### src/rtl/uart_rx.sv
// UART receiver: 8N1, LSB first, mid-bit sampling from a clock divider.
// CPU sees a data register (addr=0) and a status register (addr=1).
module uart_rx #(
  parameter int unsigned CLK_HZ = 576000,
  parameter int unsigned BAUD   = 115200
) (
  input  logic       clk,
  input  logic       rst,
  output logic [7:0] dbr,
  input  logic       addr,
  input  logic       rd,
  input  logic       rx,
  output logic       rx_irq
);

  localparam int unsigned P     = CLK_HZ / BAUD;
  localparam int unsigned H     = P / 2;
  localparam int unsigned DIV_W = (P > 1) ? $clog2(P) : 1;
  localparam int unsigned BIT_W = 3;

  localparam logic [DIV_W-1:0] FULL_TC = DIV_W'(P - 1);
  localparam logic [DIV_W-1:0] HALF_TC = DIV_W'((H > 0) ? (H - 1) : 0);
  localparam logic [BIT_W-1:0] LAST_BIT = BIT_W'(7);

  typedef enum logic [2:0] {
    S_IDLE,
    S_START,
    S_DATA,
    S_STOP,
    S_WAIT_HIGH
  } state_t;

  state_t           state, state_nxt;
  logic [DIV_W-1:0] div, div_nxt;
  logic [BIT_W-1:0] bit_cnt, bit_nxt;
  logic [7:0]       shift;
  logic [7:0]       data;
  logic [1:0]       sync;
  logic             rxs;
  logic             ready, overrun, ferr;
  logic             shift_en, frame_ok, frame_err;
  logic             rd_data, rd_stat;

  assign rxs     = sync[1];
  assign rd_data = rd & ~addr;
  assign rd_stat = rd & addr;
  assign rx_irq  = ready;

  // Two-flop synchronizer; idles high so reset does not look like a start bit
  always_ff @(posedge clk or negedge rst) begin
    if (!rst) sync <= 2'b11;
    else      sync <= {sync[0], rx};
  end

  always_ff @(posedge clk or negedge rst) begin
    if (!rst) begin
      state   <= S_IDLE;
      div     <= '0;
      bit_cnt <= '0;
    end else begin
      state   <= state_nxt;
      div     <= div_nxt;
      bit_cnt <= bit_nxt;
    end
  end

  // Next state; divider is cleared on every state change
  always_comb begin
    state_nxt = state;
    div_nxt   = div;
    bit_nxt   = bit_cnt;
    shift_en  = 1'b0;
    frame_ok  = 1'b0;
    frame_err = 1'b0;
    case (state)
      S_IDLE: begin
        div_nxt = '0;
        bit_nxt = '0;
        if (!rxs) state_nxt = S_START;
      end
      S_START: begin
        if (div == HALF_TC) begin
          div_nxt   = '0;
          bit_nxt   = '0;
          state_nxt = rxs ? S_IDLE : S_DATA;
        end else begin
          div_nxt = div + DIV_W'(1);
        end
      end
      S_DATA: begin
        if (div == FULL_TC) begin
          div_nxt  = '0;
          shift_en = 1'b1;
          if (bit_cnt == LAST_BIT) begin
            bit_nxt   = '0;
            state_nxt = S_STOP;
          end else begin
            bit_nxt = bit_cnt + BIT_W'(1);
          end
        end else begin
          div_nxt = div + DIV_W'(1);
        end
      end
      S_STOP: begin
        if (div == FULL_TC) begin
          div_nxt = '0;
          if (rxs) begin
            frame_ok  = 1'b1;
            state_nxt = S_IDLE;
          end else begin
            frame_err = 1'b1;
            state_nxt = S_WAIT_HIGH;
          end
        end else begin
          div_nxt = div + DIV_W'(1);
        end
      end
      S_WAIT_HIGH: begin
        div_nxt = '0;
        bit_nxt = '0;
        if (rxs) state_nxt = S_IDLE;
      end
      default: begin
        state_nxt = S_IDLE;
        div_nxt   = '0;
        bit_nxt   = '0;
      end
    endcase
  end

  // LSB arrives first, so shift in from the MSB side
  always_ff @(posedge clk or negedge rst) begin
    if (!rst)          shift <= '0;
    else if (shift_en) shift <= {rxs, shift[7:1]};
  end

  // Bus registers and flags; a completed frame beats a concurrent data read
  always_ff @(posedge clk or negedge rst) begin
    if (!rst) begin
      dbr     <= '0;
      data    <= '0;
      ready   <= 1'b0;
      overrun <= 1'b0;
      ferr    <= 1'b0;
    end else begin
      if (rd) dbr <= addr ? {ready, overrun, ferr, 5'b0} : data;

      if (frame_ok) begin
        data    <= shift;
        ready   <= 1'b1;
        overrun <= rd_data ? 1'b0 : (overrun | ready);
      end else if (rd_data) begin
        ready   <= 1'b0;
        overrun <= 1'b0;
      end

      if (frame_err)    ferr <= 1'b1;
      else if (rd_stat) ferr <= 1'b0;
    end
  end

endmodule

### config.mk
export PLATFORM = sky130hd
export DESIGN_NAME = uart_rx
export DESIGN_NICKNAME = d
export VERILOG_FILES = /design/src/rtl/uart_rx.sv
export SDC_FILE = /design/constraint.sdc
export NUM_CORES = 1
export LEC_CHECK = 0
export ABC_CLOCK_PERIOD_IN_PS = 1400
export BUFFER_PORTS_ARGS = -buffer_cell sky130_fd_sc_hd__buf_2
export CAP_MARGIN = 0
export CORE_MARGIN = 1
export CORE_UTILIZATION = 52
export DETAILED_ROUTE_END_ITERATION = 8
export GPL_ROUTABILITY_DRIVEN = 1
export PLACE_DENSITY = 0.72
export SYNTH_ARGS = -nofsm -noshare
export SYNTH_HDL_FRONTEND = slang
export SYNTH_SLANG_ARGS = --single-unit
### constraint.sdc
create_clock -name clk -period 1.4 [get_ports clk]
set_input_delay 0.21 -clock clk [delete_from_list [all_inputs] [get_ports clk]]
set_output_delay 0.21 -clock clk [all_outputs]
set_load 0.02 [all_outputs]
==> summary.md <==
| Metric | Value |
|---|---|
| Outcome | `finished with violations` |
| Violated checks | `negative setup slack` |
| CTS tree | `built` |
| Post-route ant nets | `0` |
| CP required | `1630 ps` |
| PwrDens | `approximately 1500 nW/um2` |
| Pre-CTS setup slack | `-120 ps` |
| Min Tclk post-route | `approximately 1500 ps` |
| Period utilization | `106%` |
| Sequential cell area fraction in the yosys report | `58.1%` |
| CTS H-Tree Depth | `2` |
| Slew HR | `82.5%` |
| Num rows | `20` |
| Area contributors post-synth | `dfrtp_1 (55%), mux2_2 (11%), ha_1 (3.8%), o21ai_0 (3.4%), dfstp_2 (3.2%)` |
| Vias in the first global route | `about 1200` |
| NetSw | `1.04 mW` |
| Leak | `around 1 nW` |
| Core ar. | `3030 um2` |
| Starting Density | `54.2%` |
| Max-cap viol count | `0` |
| Inserted Diodes | `0` |
| Final clock skew | `just under 4 ps` |
| Int Power | `2.07 mW` |
| Clk root buf | `clkbuf_4` |
| Startpoint Class | `register` |
| Power share of the sequential group | `44.4%` |
| Clock network power share | `18.0%` |
| Gate power share | `37.6%` |
| Async set-or-reset flop fraction in the synthesized netlist | `100%` |
| Worst endpoint data arrival time | `between 1500 and 2000 ps` |
| Worst slew pin tran | `approximately 260 ps` |
| Number of port buffers | `13` |
| Die area | `3380 um2` |
| Gr ovfl total | `0` |
| Worst Setup Path Type | `reg2reg` |
| DR iter-0 viols | `33` |
| Sw Share | `33.3%` |
| Netlist cell types | `34` |
| Gp weighted congestion | `roughly 0.88` |
| Yosys reg bits | `38` |
| Cell count after synthesis | `135` |
| TritonCTS Sinks | `38` |
| Slew Limit Fails | `0` |
| Setup_tns | `-828 ps` |
| Largest area contributor in the netlist | `dfrtp_1` |
| Via-to-Cell Ratio | `5.19` |
| Boundary pin count | `14` |
| Placed Area | `1870 um2` |
| Die width | `just under 60 um` |
| Netlist Area Pre-Place | `1640 um2` |
| Critical Path End Type | `register` |
| Clock buffer count from CTS | `5` |
| Mean Syn Cell Area | `12.2 um2` |
| Via count | `1095` |
| Hold/Removal Path Class | `in2reg` |
| Pin count of the biggest net entering global routing | `39` |
| Number of synthesized flops with an enable pin | `0` |
| Die Y | `58.2 um` |
| Reg clk slew, reported paths | `approximately 100 ps` |
| WL/cell | `13.9 um` |
| DRT Wirelength | `2930 um` |
| DR pass1 iterations | `4` |
| DRC Markers | `0` |
| F_max | `approximately 670 MHz` |
| Setup slack, reg-to-reg | `-80 ps` |
| NumNets Final | `between 150 and 200` |
| Design area | `about 2000 um2` |
| Maximum vdd drop | `1.03 mV` |
| # setup viols final | `17` |
| Ys Warns | `0` |
| Finished Core Util | `roughly 67%` |
| Final Hold Viols | `0` |
| Clock buffer depth | `2` |
| Post-DP HPWL | `2030 um` |
| Share of layout cells above drive strength 1 | `41.3%` |
| Synth Flop Type | `dfrtp_1` |
| Crit Path Max Fanout | `4` |
| Area growth from synthesis to layout | `23.3%` |
| Area share of the largest cell type after synthesis | `54.9%` |
| Antenna violations before repair | `0` |
| Total track usage | `20.7%` |
| Final setup margin | `-82.9 ps` |
| Syn Nets | `around 150` |
| Unrepaired setup endpoints after global routing | `yes` |
| First-pass GRT wire length | `5130 um` |
| Clock Latency Late Sink | `330 ps` |
metal layers:
layer	global-route usage (%)	part of all wire (%)	vias to the layer above
met5	0	0	-
met4	10.2	1.8	0
met3	6.25	3.7	6
met2	35.8	54	28
met1	23.1	40	531
li1	-	-	530
cell usage in the layout (no fill, tap or decap), types with 3 or more instances in the layout:
master / instances
mux2_2: 15
mux2i_1: 3
dfrtp_1: 36
o21ai_1: 3
buf_4: 14
a21oi_1: 4
nand2_1: 7
clkbuf_4: 5
nor2_1: 5
inv_1: 8
buf_2: 13
o21ai_0: 8
nand3b_1: 5
final cells by class:
| class | count | area, um2 |
|---|---|---|
| clock buffer | 6 | 51.3 |
| fill | 227 | 1000 |
| timing repair buffer | 30 | 210 |
| inverter | 10 | 37.5 |
| multi-input combinational | 83 | 716 |
| tap | 44 | 55.1 |
| sequential | 38 | 953 |
cells in the mapped netlist, types with 2 or more instances:
cell / n
dfrtp_1: 36
mux2_2: 16
o21ai_0: 11
inv_1: 10
nand2_1: 8
ha_1: 5
nand3b_1: 5
nor2_1: 5
a21oi_1: 4
clkbuf_1: 3
mux2i_1: 3
nand2b_1: 3
dfstp_2: 2
nor2b_1: 2
nor3_1: 2
o32ai_1: 2
through the flow:
step | std cells | total power [mW] | hold WS, ps
final | 211 | 3.11 | 245
after floorplan | 135 | 1.95 | -85.6
after global routing | 211 | 3.31 | 251
after detailed placement | 201 | 2.36 | 190
after CTS | 211 | 3.09 | 232
after global placement | 201 | 2.29 | 186
worst paths after layout:
| check | start | to | depth (start not counted) |
|---|---|---|---|
| worst min register to register | sync[0] | sync[1] | 0 |
| min in group asynchronous | rst | overrun | 3 |
| worst max-delay path | div[0] | shift[6] | 5 |
| worst min-delay path | rd | dbr[6] | 2 |
| worst max register to register | div[0] | shift[6] | 5 |
| max in group asynchronous | rst | sync[0] | 3 |
worst max-delay path, stage by stage (launching register included):
cell     delay [ps]
dfrtp_1         400
inv_2            80
ha_4            130
and4b_2         300
and2_4          180
mux2_4          290
sequential cells by signal, indices dropped and copies added (netlist names):
name,count
overrun,1
shift,8
bit_cnt,3
dbr,8
ferr,1
sync,2
rx_irq,1
data,8
div,3
state,3
cells by family after synthesis:
family | Yosys count | synth area share (%)
AOI/OAI and AO/OA | 24 | 9.08
xor gates and xnor gates | 1 | 0.534
adders and majority gates | 5 | 3.81
buffers and inverters | 14 | 3.28
DFF | 38 | 58.1
muxes | 19 | 12.8
and+or+nand+nor | 34 | 12.4
power by group through the flow:
stage               clock network (mW)  registers (mW)  logic [mW]
global route                     0.625            1.40        1.29
floorplan                            0            1.41       0.534
global placement                     0            1.38       0.905
finish                           0.560            1.38        1.17
detailed placement                   0            1.39       0.963
CTS                              0.581            1.38        1.13
timing repair:
item	4_1_cts	5_1_grt
cloned	0	0
endpoints found under the hold margin	37	0
endpoints found under the setup margin	22	25
pin swaps	6	4
setup buffers	3	1
hold buffers	2	0
resized for setup	11	6
(Power assumes the default switching activity.)
